--- src/rtl/obi_rr_arbiter.sv ---
// Round-robin arbiter sharing one OBI subordinate between NumPorts managers.
// Responses are steered back in order through a port-index FIFO.
module obi_rr_arbiter #(
  parameter int unsigned NumPorts  = 2,
  parameter int unsigned MaxTrans  = 2,
  parameter int unsigned AddrWidth = 32,
  parameter int unsigned DataWidth = 32
) (
  input  logic                            clk_i,
  input  logic                            rst_i,
  input  logic [NumPorts-1:0]             sbr_req_i,
  output logic [NumPorts-1:0]             sbr_gnt_o,
  input  logic [NumPorts*AddrWidth-1:0]   sbr_addr_i,
  input  logic [NumPorts-1:0]             sbr_we_i,
  input  logic [NumPorts*DataWidth/8-1:0] sbr_be_i,
  input  logic [NumPorts*DataWidth-1:0]   sbr_wdata_i,
  output logic [NumPorts-1:0]             sbr_rvalid_o,
  output logic [NumPorts*DataWidth-1:0]   sbr_rdata_o,
  output logic [NumPorts-1:0]             sbr_err_o,
  output logic                            mgr_req_o,
  input  logic                            mgr_gnt_i,
  output logic [AddrWidth-1:0]            mgr_addr_o,
  output logic                            mgr_we_o,
  output logic [DataWidth/8-1:0]          mgr_be_o,
  output logic [DataWidth-1:0]            mgr_wdata_o,
  input  logic                            mgr_rvalid_i,
  input  logic [DataWidth-1:0]            mgr_rdata_i,
  input  logic                            mgr_err_i,
  output logic                            busy_o,
  output logic                            protocol_err_o
);

  localparam int unsigned IdxW = (NumPorts > 1) ? $clog2(NumPorts) : 1;
  localparam int unsigned PtrW = (MaxTrans > 1) ? $clog2(MaxTrans) : 1;
  localparam int unsigned CntW = $clog2(MaxTrans + 1);
  localparam int unsigned BeW  = DataWidth / 8;

  typedef enum logic [0:0] {StIdle, StLocked} lock_state_e;

  lock_state_e     r_state;
  logic [IdxW-1:0] r_lock_idx;
  logic [IdxW-1:0] r_rr_ptr;
  logic [CntW-1:0] r_cnt;
  logic [PtrW-1:0] r_wptr;
  logic [PtrW-1:0] r_rptr;
  logic [IdxW-1:0] r_fifo [MaxTrans];
  logic            r_proto_err;

  logic            w_can_issue;
  logic            w_rr_found;
  logic [IdxW-1:0] w_rr_sel;
  logic [IdxW-1:0] w_sel;
  logic            w_req;
  logic            w_push;
  logic            w_pop;
  logic            w_spurious;
  logic [IdxW-1:0] w_head;

  function automatic logic [IdxW-1:0] wrap_add(logic [IdxW-1:0] base, int unsigned off);
    int unsigned s;
    s = 32'(base) + off;
    if (s >= NumPorts) s -= NumPorts;
    return IdxW'(s);
  endfunction

  function automatic logic [PtrW-1:0] ptr_inc(logic [PtrW-1:0] p);
    return (p == PtrW'(MaxTrans - 1)) ? '0 : p + PtrW'(1);
  endfunction

  // A full window blocks issue even when a response frees a slot this cycle.
  assign w_can_issue = !rst_i && (r_cnt < CntW'(MaxTrans));

  always_comb begin
    w_rr_found = 1'b0;
    w_rr_sel   = '0;
    for (int unsigned i = 0; i < NumPorts; i++) begin
      if (!w_rr_found && sbr_req_i[wrap_add(r_rr_ptr, i)]) begin
        w_rr_found = 1'b1;
        w_rr_sel   = wrap_add(r_rr_ptr, i);
      end
    end
  end

  // While locked the stalled port keeps the bus so its request stays stable.
  always_comb begin
    if (r_state == StLocked) begin
      w_sel = r_lock_idx;
      w_req = sbr_req_i[r_lock_idx] && w_can_issue;
    end else begin
      w_sel = w_rr_sel;
      w_req = w_rr_found && w_can_issue;
    end
  end

  assign w_push     = w_req && mgr_gnt_i;
  assign w_pop      = !rst_i && mgr_rvalid_i && (r_cnt != '0);
  assign w_spurious = mgr_rvalid_i && (r_cnt == '0);
  assign w_head     = r_fifo[r_rptr];

  always_comb begin
    mgr_addr_o  = '0;
    mgr_we_o    = 1'b0;
    mgr_be_o    = '0;
    mgr_wdata_o = '0;
    for (int unsigned k = 0; k < NumPorts; k++) begin
      if (w_sel == IdxW'(k)) begin
        mgr_addr_o  = sbr_addr_i[k*AddrWidth +: AddrWidth];
        mgr_we_o    = sbr_we_i[k];
        mgr_be_o    = sbr_be_i[k*BeW +: BeW];
        mgr_wdata_o = sbr_wdata_i[k*DataWidth +: DataWidth];
      end
    end
  end

  always_comb begin
    sbr_gnt_o    = '0;
    sbr_rvalid_o = '0;
    sbr_err_o    = '0;
    if (w_req) sbr_gnt_o[w_sel] = mgr_gnt_i;
    if (w_pop) begin
      sbr_rvalid_o[w_head] = 1'b1;
      sbr_err_o[w_head]    = mgr_err_i;
    end
  end

  assign mgr_req_o      = w_req;
  assign sbr_rdata_o    = {NumPorts{mgr_rdata_i}};
  assign busy_o         = !rst_i && (r_cnt != '0);
  assign protocol_err_o = !rst_i && r_proto_err;

  always_ff @(posedge clk_i) begin
    if (rst_i) begin
      r_state     <= StIdle;
      r_lock_idx  <= '0;
      r_rr_ptr    <= '0;
      r_cnt       <= '0;
      r_wptr      <= '0;
      r_rptr      <= '0;
      r_proto_err <= 1'b0;
    end else begin
      if (w_push) begin
        r_fifo[r_wptr] <= w_sel;
        r_wptr         <= ptr_inc(r_wptr);
        r_rr_ptr       <= wrap_add(w_sel, 1);
      end
      if (w_pop) r_rptr <= ptr_inc(r_rptr);
      if (w_push && !w_pop) begin
        r_cnt <= r_cnt + CntW'(1);
      end else if (!w_push && w_pop) begin
        r_cnt <= r_cnt - CntW'(1);
      end
      if (w_spurious) r_proto_err <= 1'b1;
      unique case (r_state)
        StIdle: begin
          if (w_req && !mgr_gnt_i) begin
            r_state    <= StLocked;
            r_lock_idx <= w_sel;
          end
        end
        StLocked: begin
          if (mgr_gnt_i || !w_req) r_state <= StIdle;
        end
        default: r_state <= StIdle;
      endcase
    end
  end

endmodule

--- config.mk ---
export PLATFORM = sky130hd
export DESIGN_NAME = obi_rr_arbiter
export DESIGN_NICKNAME = d
export VERILOG_FILES = /design/src/rtl/obi_rr_arbiter.sv
export SDC_FILE = /design/constraint.sdc
export NUM_CORES = 1
export LEC_CHECK = 0
export CAP_MARGIN = 0
export CELL_PAD_IN_SITES_DETAIL_PLACEMENT = 1
export CELL_PAD_IN_SITES_GLOBAL_PLACEMENT = 1
export CORE_MARGIN = 2
export CORE_UTILIZATION = 15
export DETAILED_ROUTE_END_ITERATION = 10
export MAX_ROUTING_LAYER = met4
export PLACE_DENSITY = 0.86
export SYNTH_ARGS = -nofsm -noshare
export SYNTH_HDL_FRONTEND = slang
export SYNTH_SLANG_ARGS = --single-unit
export TNS_END_PERCENT = 5
--- constraint.sdc ---
create_clock -name clk_i -period 2.7 [get_ports clk_i]
set_input_delay 0.405 -clock clk_i [delete_from_list [all_inputs] [get_ports clk_i]]
set_output_delay 0.405 -clock clk_i [all_outputs]
set_load 0.05 [all_outputs]
# After elaboration in Yosys (flattened, before gate mapping)
# Memories as Yosys holds them, arrays and structs flattened. A register that Yosys moved wholly into a read port is not among the register bits.
# Cells that the tools add are included.
dict set report totals {
  reg_bits 8
  ram_bits 2
  input_bits 177
  n_memories 1
}
dict set report op_classes {
  n_addsub 9
  magnitude_cmp 11
  mux 38
  bitwise 3
  reduce_logical 26
}
# memory words width rd rd_ports_with_merged_regs write_ports line
set mem_list {}
lappend mem_list {r_fifo 2 1 1 1 1 46} ;# logic [IdxW-1:0] r_fifo [MaxTrans];
# op n
set ops {}
lappend ops {{32-bit two-way mux} 2}
lappend ops {{1-bit two-way mux} 27}
lappend ops {{1-bit logical AND} 15}
lappend ops {{1-bit by 2-bit less-than comparator with 1-bit output (second input constant)} 5}
lappend ops {{2-bit two-way mux} 5}
lappend ops {{1-bit zero test} 6}
lappend ops {{1-bit by 1-bit adder with 2-bit output (second input constant)} 2}
lappend ops {{2-bit AND} 2}
lappend ops {{2-bit >= comparator (second input constant)} 2}
lappend ops {{4-bit two-way mux} 1}
lappend ops {{2-bit nonzero test} 2}
lappend ops {{1-bit subtractor (second input constant)} 3}
lappend ops {{1-bit adder (second input constant)} 2}
lappend ops {{2-bit by 1-bit adder with 2-bit output (second input constant)} 1}
lappend ops {{1-bit demux with 1-bit select} 2}
lappend ops {{1-bit >= comparator (second input constant)} 2}
lappend ops {{1-bit by 2-bit >= comparator with 1-bit output (second input constant)} 1}
lappend ops {{2-bit zero test} 1}
lappend ops {{2-bit less-than comparator (second input constant)} 1}
lappend ops {{1-bit one-hot mux with 2 select lines} 1}
lappend ops {{2-bit AND reduction} 1}
lappend ops {{2-bit by 1-bit subtractor with 2-bit output (second input constant)} 1}
lappend ops {{1-bit logical OR} 1}
lappend ops {{1-bit inverter} 1}

# Logic depth before layout (Yosys ltp)
# Gate-level depths: netlist of the first run.
dict set report depth {
  ltp_word 15
  mapped_depth 8
}

# Least setup slack after synthesis of the first run
# Ideal clock, no wire load.
dict set report synth_path {
  path_type {input -> output}
  start {input port rst_i}
  end {output port sbr_err_o[1]}
  t_arrival_ps 2251
  required_time_ps 2295
  slack_ps 44
  path_stages 4
  n_path_buf 0
  path_cell_list {o21bai_1 inv_1 nand2_1 nor3b_1}
}
dict set report synth_between {
  elab_chain_cells 4
}
# item line
set synth_rtl {}
lappend synth_rtl {{start: declaration} 10} ;# input logic rst_i,
lappend synth_rtl {{1-bit zero test} 96} ;# assign w_pop = !rst_i && mgr_rvalid_i && (r_cnt != '0);
lappend synth_rtl {{1-bit logical AND (2 in a row)} 96}
lappend synth_rtl {{2-bit two-way mux} 120} ;# if (w_pop) begin
lappend synth_rtl {{end: declaration} 19} ;# output logic [NumPorts-1:0] sbr_err_o,
# Every way passes these cells.

# Final worst setup path of the first run
dict set report layout_path {
  start {input port sbr_req_i[0]}
  end {output port mgr_wdata_o[16]}
}
dict set report layout_between {
  elab_chain_cells 8
  word_cells_on_any_way 11
}
# item line
set layout_rtl {}
lappend layout_rtl {{start: declaration} 11} ;# input logic [NumPorts-1:0] sbr_req_i,
lappend layout_rtl {{1-bit two-way mux (not written as such) (2 in a row)} 77} ;# if (!w_rr_found && sbr_req_i[wrap_add(r_rr_ptr, i)]) begin
lappend layout_rtl {{1-bit two-way mux} 77}
lappend layout_rtl {{1-bit zero test} 77}
lappend layout_rtl {{1-bit logical AND} 77}
lappend layout_rtl {{1-bit two-way mux *} 77}
lappend layout_rtl {{1-bit two-way mux *} 86} ;# if (r_state == StLocked) begin
lappend layout_rtl {{32-bit two-way mux *} 106} ;# if (w_sel == IdxW'(k)) begin
lappend layout_rtl {{end: declaration} 25} ;# output logic [DataWidth-1:0] mgr_wdata_o,
# Mark *: on every way between the ends. The rest lies on a longest branch, timed or not. The select of a mux whose other input is x is not followed.

==> results of run 1 <==
[report_power, final]
part	switching, mW	internal, mW	leakage [nW]	total (mW)
combinational	0.713	0.821	2.00	1.53
clock	0.0719	0.196	0.0409	0.268
sequential	0.0145	0.187	0.0925	0.201
total	0.800	1.20	2.13	2.00
[cell families after synthesis]
logic type	after synthesis	share of synthesized area (%)
buffers and inverters	80	29.9
muxes	73	47.9
and+or+nand+nor	24	6.01
AOI/OAI and AO/OA	12	4.10
DFF	11	10.8
xor gates and xnor gates	2	0.787
adders and majority gates	1	0.562
[flip-flops by register name, indices dropped and copies added, names as in the netlist, named ones only]
register / cells
r_fifo: 2
r_cnt: 2
r_wptr: 1
r_state: 1
r_lock_idx: 1
r_proto_err: 1
r_rr_ptr: 1
r_rptr: 1
[worst max path at each step]
stage,endpoint,slack [ns],depth (start not counted)
after detailed placement,mgr_wdata_o[16],0.19,6
after global routing,mgr_wdata_o[16],0.16,6
after CTS,mgr_wdata_o[16],0.19,6
final,mgr_wdata_o[16],0.21,6
after floorplan,sbr_err_o[1],0.04,4
after global placement,mgr_wdata_o[16],0.22,6
[per-stage QoR]
stage / setup slack [ns] / area, sq um / util [%] / std cells
6_report: 0.215 / 4960 / 34.2 / 550
5_1_grt: 0.159 / 4960 / 34.2 / 550
4_1_cts: 0.192 / 4960 / 34.2 / 550
3_5_place_dp: 0.194 / 4880 / 33.6 / 546
3_3_place_gp: 0.216 / 4880 / 33.6 / 546
2_1_floorplan: 0.0442 / 2230 / - / 203
[cell type report]
| type | count | area share (%) |
|---|---|---|
| timing repair buffer | 232 | 61.8 |
| multi-input combinational | 112 | 26.6 |
| inverter | 7 | 0.529 |
| sequential | 11 | 4.84 |
| clock inverter | 1 | 0.101 |
| tap | 184 | 4.64 |
| clock buffer | 3 | 1.51 |
[placed cells by master (no fill, tap or decap), types with 2 or more instances in the layout]
master / count
sky130_fd_sc_hd__inv_1: 7
sky130_fd_sc_hd__clkdlybuf4s50_1: 144
sky130_fd_sc_hd__o21ai_0: 2
sky130_fd_sc_hd__or3_1: 2
sky130_fd_sc_hd__mux2_4: 66
sky130_fd_sc_hd__clkbuf_16: 3
sky130_fd_sc_hd__xor2_1: 2
sky130_fd_sc_hd__a21oi_1: 5
sky130_fd_sc_hd__mux2i_1: 3
sky130_fd_sc_hd__buf_4: 11
sky130_fd_sc_hd__dfxtp_1: 9
sky130_fd_sc_hd__mux2_2: 4
sky130_fd_sc_hd__edfxtp_1: 2
sky130_fd_sc_hd__nand2b_1: 2
sky130_fd_sc_hd__nor2b_1: 2
sky130_fd_sc_hd__nor2_1: 10
sky130_fd_sc_hd__buf_12: 77
[critical path: stages]
cell and delay [ns]:
sky130_fd_sc_hd__clkdlybuf4s50_1 0.47, sky130_fd_sc_hd__nand2b_4 0.10, sky130_fd_sc_hd__a31o_4 0.29, sky130_fd_sc_hd__buf_12 0.23, sky130_fd_sc_hd__mux2_2 0.39, sky130_fd_sc_hd__buf_12 0.16
[per-layer routing]
layer  track usage (%)  vias up
met2              23.6      187
met5                 -        -
li1                  -      960
met4              1.36        0
met3              7.31        6
met1              12.5      958
==> results by stage, run 1 <==
Worst setup path:
- The worst register-to-register path begins at r_lock_idx.
- The critical path is of the input pin to output port type.
- The endpoint of the worst register-to-register path is r_cnt[1].
- The kind of end point of the critical path is an output port.
- The startpoint type of the worst setup path is an input pin.
- The count of cells along the worst register-to-register path is 6.
- The highest net fanout along the worst path is 22.
- Tracing the worst setup path back leads to its startpoint at sbr_req_i[0].
- At the worst endpoint, the required time is 2.30 ns.
- For flop-to-flop paths, the worst setup slack is 0.74 ns.
- Data on the critical path arrives at its endpoint at 2.08 ns.

Yosys:
- The mapped cell area is 2230 sq um.
- In the synthesized netlist the async set-or-reset flop fraction comes to 0%.
- The number of distinct standard cells referenced by the synthesized netlist is 31.
- The fraction of synthesized cell area taken by the top area cell type is 44.5%.
- After synthesis, the most frequently instantiated cells are 66 x sky130_fd_sc_hd__mux2_4, 64 x sky130_fd_sc_hd__buf_4, 10 x sky130_fd_sc_hd__nor2_1.
- The average instance area after synthesis is 11.0 sq um.
- The post-synthesis cell count is 203.
- The Yosys step of the flow raised 0 warnings.
- The number of flops mapped to enable cells by yosys is 2.
- Of all cell types, the one taking the most synthesized area is sky130_fd_sc_hd__mux2_4.
- The share of the Yosys chip area taken by registers is 10.8%.
- The count of state elements after synthesis is 11.
- By area the synthesized netlist is led by sky130_fd_sc_hd__mux2_4 44%, sky130_fd_sc_hd__buf_4 22%, sky130_fd_sc_hd__dfxtp_1 8.1%, sky130_fd_sc_hd__buf_12 6.3%, sky130_fd_sc_hd__edfxtp_1 2.7%.
- The most used flip-flop cell after synthesis is sky130_fd_sc_hd__dfxtp_1.
- The library cell with the highest instance count after synthesis is sky130_fd_sc_hd__mux2_4.
- The total nets after synthesis is 381.

Drt:
- After detailed routing, the met3 layer carries 1440 um of wire.
- In this run the remaining antenna-violating nets after routing total 0.
- The detailed router put a total of 3610 um of wire on met1.
- For this run, design rule violations remaining after detail routing come to 0.
- The post-detailed-route wirelength per cell is 19.2 um.
- Summed over all layers, the routed wires come to 10500 um.
- The number of optimization iterations in the first detailed-route pass is 3.
- The detailed route wirelength on metal2 is 5390 um.
- The via total after detailed routing is 2111.
- Routed signal wires occupy layers up through met4.
- After the first detailed-routing iteration, the DRC count stood at 34.
- In the routed layout, each cell is associated on average with a via count of 3.84.

STA:
- Setup repair after global routing left no endpoint under its margin.
- Derived from the worst setup path, the maximum achievable clock frequency is 0.402 GHz.
- The worst-margin pin slew is 0.453 ns.
- The worst slack on hold paths is 0.482 ns.
- Summed over all failing endpoints, the final setup total negative slack is 0 ns.
- On the final layout, the worst clock skew is 0.00220 ns.
- Setup violations remaining at the end of the flow were counted as 0.
- The final clock period utilization by the worst path is 92.0%.
- The final number of max-transition violations came to 0.
- The count of final hold-check violations came to 0.
- In this run the tightest slew margin relative to its limit is 69.0%.
- Counting I/O delays and the setup requirement, the final critical path takes 2.49 ns.

Clock tree:
- In this run, post-CTS repair resized a total of 0 instances.
- The CTS tree is yes.
- The clock tree buffer depth is 2.
- The number of sinks handled by clock tree synthesis is 11.
- TritonCTS created 3 clock buffers.
- The hold buffer count at cts is 0.
- The clock network latency to the later pin of the worst-skew pair is 0.24 ns.
- The clock transition at the registers of the reported paths is 0.04 ns.
- The number of post-CTS setup repair buffers is 0.
- The CTS root buffer is sky130_fd_sc_hd__clkbuf_16.
- The CTS H-tree depth is 1.

Floorplanning:
- The total die area is 15800 sq um.
- The number of top-level design ports is 319.
- The floorplan row count is 44.
- The area inside the core boundary is 14500 sq um.
- The initial core utilization is 15.3%.
- Measured along the x axis, the die boundary spans 126 um.
- The die is 126 um tall.

Final layout:
- The area growth from synthesis to layout is 123%.
- The ratio of cells with drive above 1 in the final layout is 45.6%.
- The multi-input logic area is 1320 sq um.
- In the final design database the tool counted 545 nets.
- The layout filler cell count is 1565.
- The number of antenna diodes in the final layout is 0.
- The sequential cell area in the final layout is 240 sq um.

Global routing:
- The largest net degree at the start of global routing is 23.
- Global routing used 13.0% of the available tracks across all layers.
- The number of antenna violations at the first check in global routing was 0.
- Global routing finished with a remaining overflow of 0.
- The first global-routing pass estimated 15100 um of wire.
- The via count of the first global-routing pass is 2432.

Status:
- The flow ran to the end, and the final reports show no timing, DRC or antenna violations.

Power:
- The overall power consumption is 2.00 mW.
- The worst IR drop on VDD is 0.335 mV.
- The leakage component of the power is 2.13 nW.
- For this design the ratio of total power to cell area is 404 nW/um^2.

Hold path:
- The path with the worst hold slack has its endpoint at r_proto_err.
- The startpoint of the most critical hold path is r_proto_err.
- The cell depth of the worst min-delay path is 2.
- The path class of the lowest-slack min-delay path is flop to flop.

Placed design:
- The wire-length estimate of the detail-placed layout is 9740 um.
- The global placement routability congestion is 0.895.
- The number of buffers inserted by port buffering is 222.

Flow run:
- Across the run, the number of max-cap violations was 0.
Power figures use the tool's default switching activity.
==> run 2: changes to the inputs <==
--- a/config.mk
+++ b/config.mk
@@ -8,7 +8,6 @@
 export CAP_MARGIN = 0
 export CELL_PAD_IN_SITES_DETAIL_PLACEMENT = 1
 export CELL_PAD_IN_SITES_GLOBAL_PLACEMENT = 1
-export CORE_MARGIN = 2
 export CORE_UTILIZATION = 15
 export DETAILED_ROUTE_END_ITERATION = 10
 export MAX_ROUTING_LAYER = met4
==> run 2 against run 1 <==
  * Power is 0.74% lower
  * Fmax is 1.6% lower
  * First-iteration DRC count is 18% higher
  * Flip-flop and latch count stayed put
  * Sequential power hardly changed
  * Worst setup slack worse by 0.040 ns
  * Die area is 3.2% lower
  * Critical path depth stayed put
  * Wire length is 1.2% lower
  * Critical path type unchanged
  * Critical endpoint unchanged
==> results by stage, run 2 (synthesis results as in run 1) <==
Worst setup path:
- The kind of cell with the highest combined delay along the critical path is buffers and inverters.
- The highest net fanout along the worst path came to 37 (+68%).
- The buffering stage count on the worst path with inverters included is 3 (unchanged).
- The kind of critical path is input pin to output port.
- The kind of end point of the critical path is an output port.
- The worst setup path is launched from an input pin.
- The critical path goes through clkdlybuf4s50_1 -> nand2b_4 -> a31o_4 -> buf_12 -> mux2_2 -> buf_12.
- The delay of the slowest cell on the worst path was 0.49 ns (+0.02 ns).
- The most repeated library cell on the critical path is sky130_fd_sc_hd__buf_12.
- The slowest stage cell on the critical path is sky130_fd_sc_hd__clkdlybuf4s50_1.
- The worst path required time is 2.30 ns (about the same).
- The arrival time of data at the critical path endpoint is 2.12 ns (+0.04 ns).

Final layout:
- The cell area after layout is 4930 sq um (-0.58%).
- The sequential cell area in the final layout came to 240 sq um (unchanged).
- The final core area utilization is 34.0% (-0.20 points).
- In the final layout, the registers with the most flip-flops are r_cnt x2, r_fifo x2.
- From synthesis to final layout, the design area changed by 122%.
- The multi-input logic area was 1320 sq um (unchanged).
- The count of nets after finishing is 541 (-0.73%).
- The layout filler cell count is 1572 (+0.45%).
- The library cells used most frequently in the layout, excluding fill and tap cells, are 144 x sky130_fd_sc_hd__clkdlybuf4s50_1, 77 x sky130_fd_sc_hd__buf_12, 66 x sky130_fd_sc_hd__mux2_4.
- The ratio of cells with drive above 1 in the final layout came to 44.8% (-0.88 points).
- The number of non-filler instances in the completed layout is 547 (-0.55%).
- The leading cell type in the layout, fill and taps excluded is sky130_fd_sc_hd__clkdlybuf4s50_1.

Floorplanning:
- The die outline height came to 124 um (-1.6%).
- The initial core utilization is 15.3% (unchanged).
- The number of top-level design ports is 319 (unchanged).
- The floorplan row count came to 44 (unchanged).
- The area inside the core boundary is 14500 sq um (unchanged).
- The total die area was 15300 sq um (-3.2%).
- The width of the chip is 124 um (-1.6%).

Power:
- The power per unit of standard cell area is 403 nW/um^2 (-0.16%).
- The worst IR drop on VDD came to 0.207 mV (-38%).
- The overall power consumption is 1.99 mW (-0.74%).
- The leakage component of the power is 2.11 nW (-1.1%).

Global routing:
- The met3 routing resource usage after global routing is 5.68% (-1.6 points).
- The largest net degree at the start of global routing is 38 (+65%).
- The overflow left after global routing is 0 (unchanged).
- The overall global routing resource usage was 12.5% (-0.46 points).
- The met1 usage in global routing was 12.3% (-0.22 points).
- The via count of the first global-routing pass is 2300 (-5.4%).
- The global-route wire length before repair is 13700 um (-9.3%).
- The number of antenna violations at the first check in global routing is 1 (+1).
- The met2 demand-to-capacity share in global routing is 22.8% (-0.75 points).
- The busiest metal layer after global routing is met2.

STA:
- The final number of max-transition violations is 0 (unchanged).
- The fmax is 0.396 GHz (-1.6%).
- The worst-margin pin slew came to 0.375 ns (-0.0776 ns).
- The worst setup margin is 0.175 ns (-0.0397 ns).
- The final clock period utilization by the worst path was 93.5% (+1.5 points).
- Setup repair after global routing left no endpoint under its margin.
- The worst slack on hold paths is 0.467 ns (-0.0152 ns).
- The minimum period implied by the final worst setup slack is 2.53 ns (+0.0397 ns).
- The final count of negative-setup-slack endpoints was 0 (unchanged).
- The aggregate negative setup slack came to 0 ns (unchanged).
- The worst setup skew after layout is 0.00142 ns (-0.000776 ns).
- The relative slew slack is 75.0% (+6.0 points).
- The count of final hold-check violations is 0 (unchanged).

Clock tree:
- The number of sinks handled by clock tree synthesis was 11 (unchanged).
- The number of resized instances in the post-cts repair step was 0 (unchanged).
- The hold buffer count at cts is 0 (unchanged).
- The tree is rooted in a sky130_fd_sc_hd__clkbuf_16.
- The total CTS buffers is 3 (unchanged).
- The number of post-CTS setup repair buffers was 0 (unchanged).
- The clock transition at the registers of the reported paths is 0.04 ns (about the same).
- The clock network latency to the later pin of the worst-skew pair came to 0.24 ns (about the same).
- The clock tree buffer depth is 2 (unchanged).
- TritonCTS built the clock tree.
- The CTS H-tree depth is 1 (unchanged).

Drt:
- The final routed wirelength across all metal layers is 10400 um (-1.2%).
- The number of optimization iterations in the first detailed-route pass is 4 (+1).
- The via total after detailed routing is 2096 (-0.71%).
- The post-detailed-route wirelength per cell is 19.0 um (-0.66%).
- The iteration-0 DRC count of the detailed router was 40 (+18%).
- The via count normalized by instance count is 3.83 (-0.17%).
- The number of DRC violations after detailed routing is 0 (unchanged).
- The number of nets still failing antenna checks after routing is 0 (unchanged).

Status:
- The run finished with clean final reports.

Hold path:
- The path class of the lowest-slack min-delay path is flop to flop.

Placed design:
- The worst setup slack after placement is 0.191 ns (-0.00284 ns).
- The post-DP HPWL is 9280 um (-4.7%).
- The global placement routability congestion is 0.714 (-20%).
- The placed instance area was 4850 sq um (-0.61%).
- The number of buffers inserted by port buffering is 222 (unchanged).
- The number of cells after detailed placement is 542 (-0.73%).

Flow run:
- The max-cap violation count is 0 (unchanged).
==> run 2: report_power, final <==
group,switching (mW),internal [mW],leakage [nW],total (mW)
Sequential,0.0146,0.187,0.0925,0.202
Clock,0.0706,0.198,0.0382,0.269
Combinational,0.703,0.816,1.98,1.52
Total,0.788,1.20,2.11,1.99
==> run 2: worst paths after layout <==
kind                start              end  slack [ns]  cells after the start
max reg2reg    r_lock_idx         r_cnt[1]        0.73                      6
min           r_proto_err      r_proto_err        0.47                      2
min reg2reg   r_proto_err      r_proto_err        0.47                      2
max          sbr_req_i[0]  mgr_wdata_o[16]        0.17                      6
==> run 2: area by class of cell <==
cell class	instances	area share [%]
timing repair buffer	228	61.5
multi-input combinational	112	26.8
sequential	11	4.87
tap	184	4.67
clock buffer	4	1.60
inverter	7	0.532
antenna	1	0.0507
==> run 2: layer usage <==
layer | routed length (um) | vias to the layer above | part of all wire (%)
li1 | - | 951 | -
met1 | 3570 | 955 | 34
met2 | 5390 | 182 | 52
met3 | 1340 | 8 | 13
met4 | 119 | 0 | 1.1
met5 | 0 | - | 0
==> run 2: worst min-delay path: cells and delay by family, from the launching register on <==
kind            cells  cell delay, ns
flops               1            0.31
simple gates        1            0.08
compound gates      1            0.04
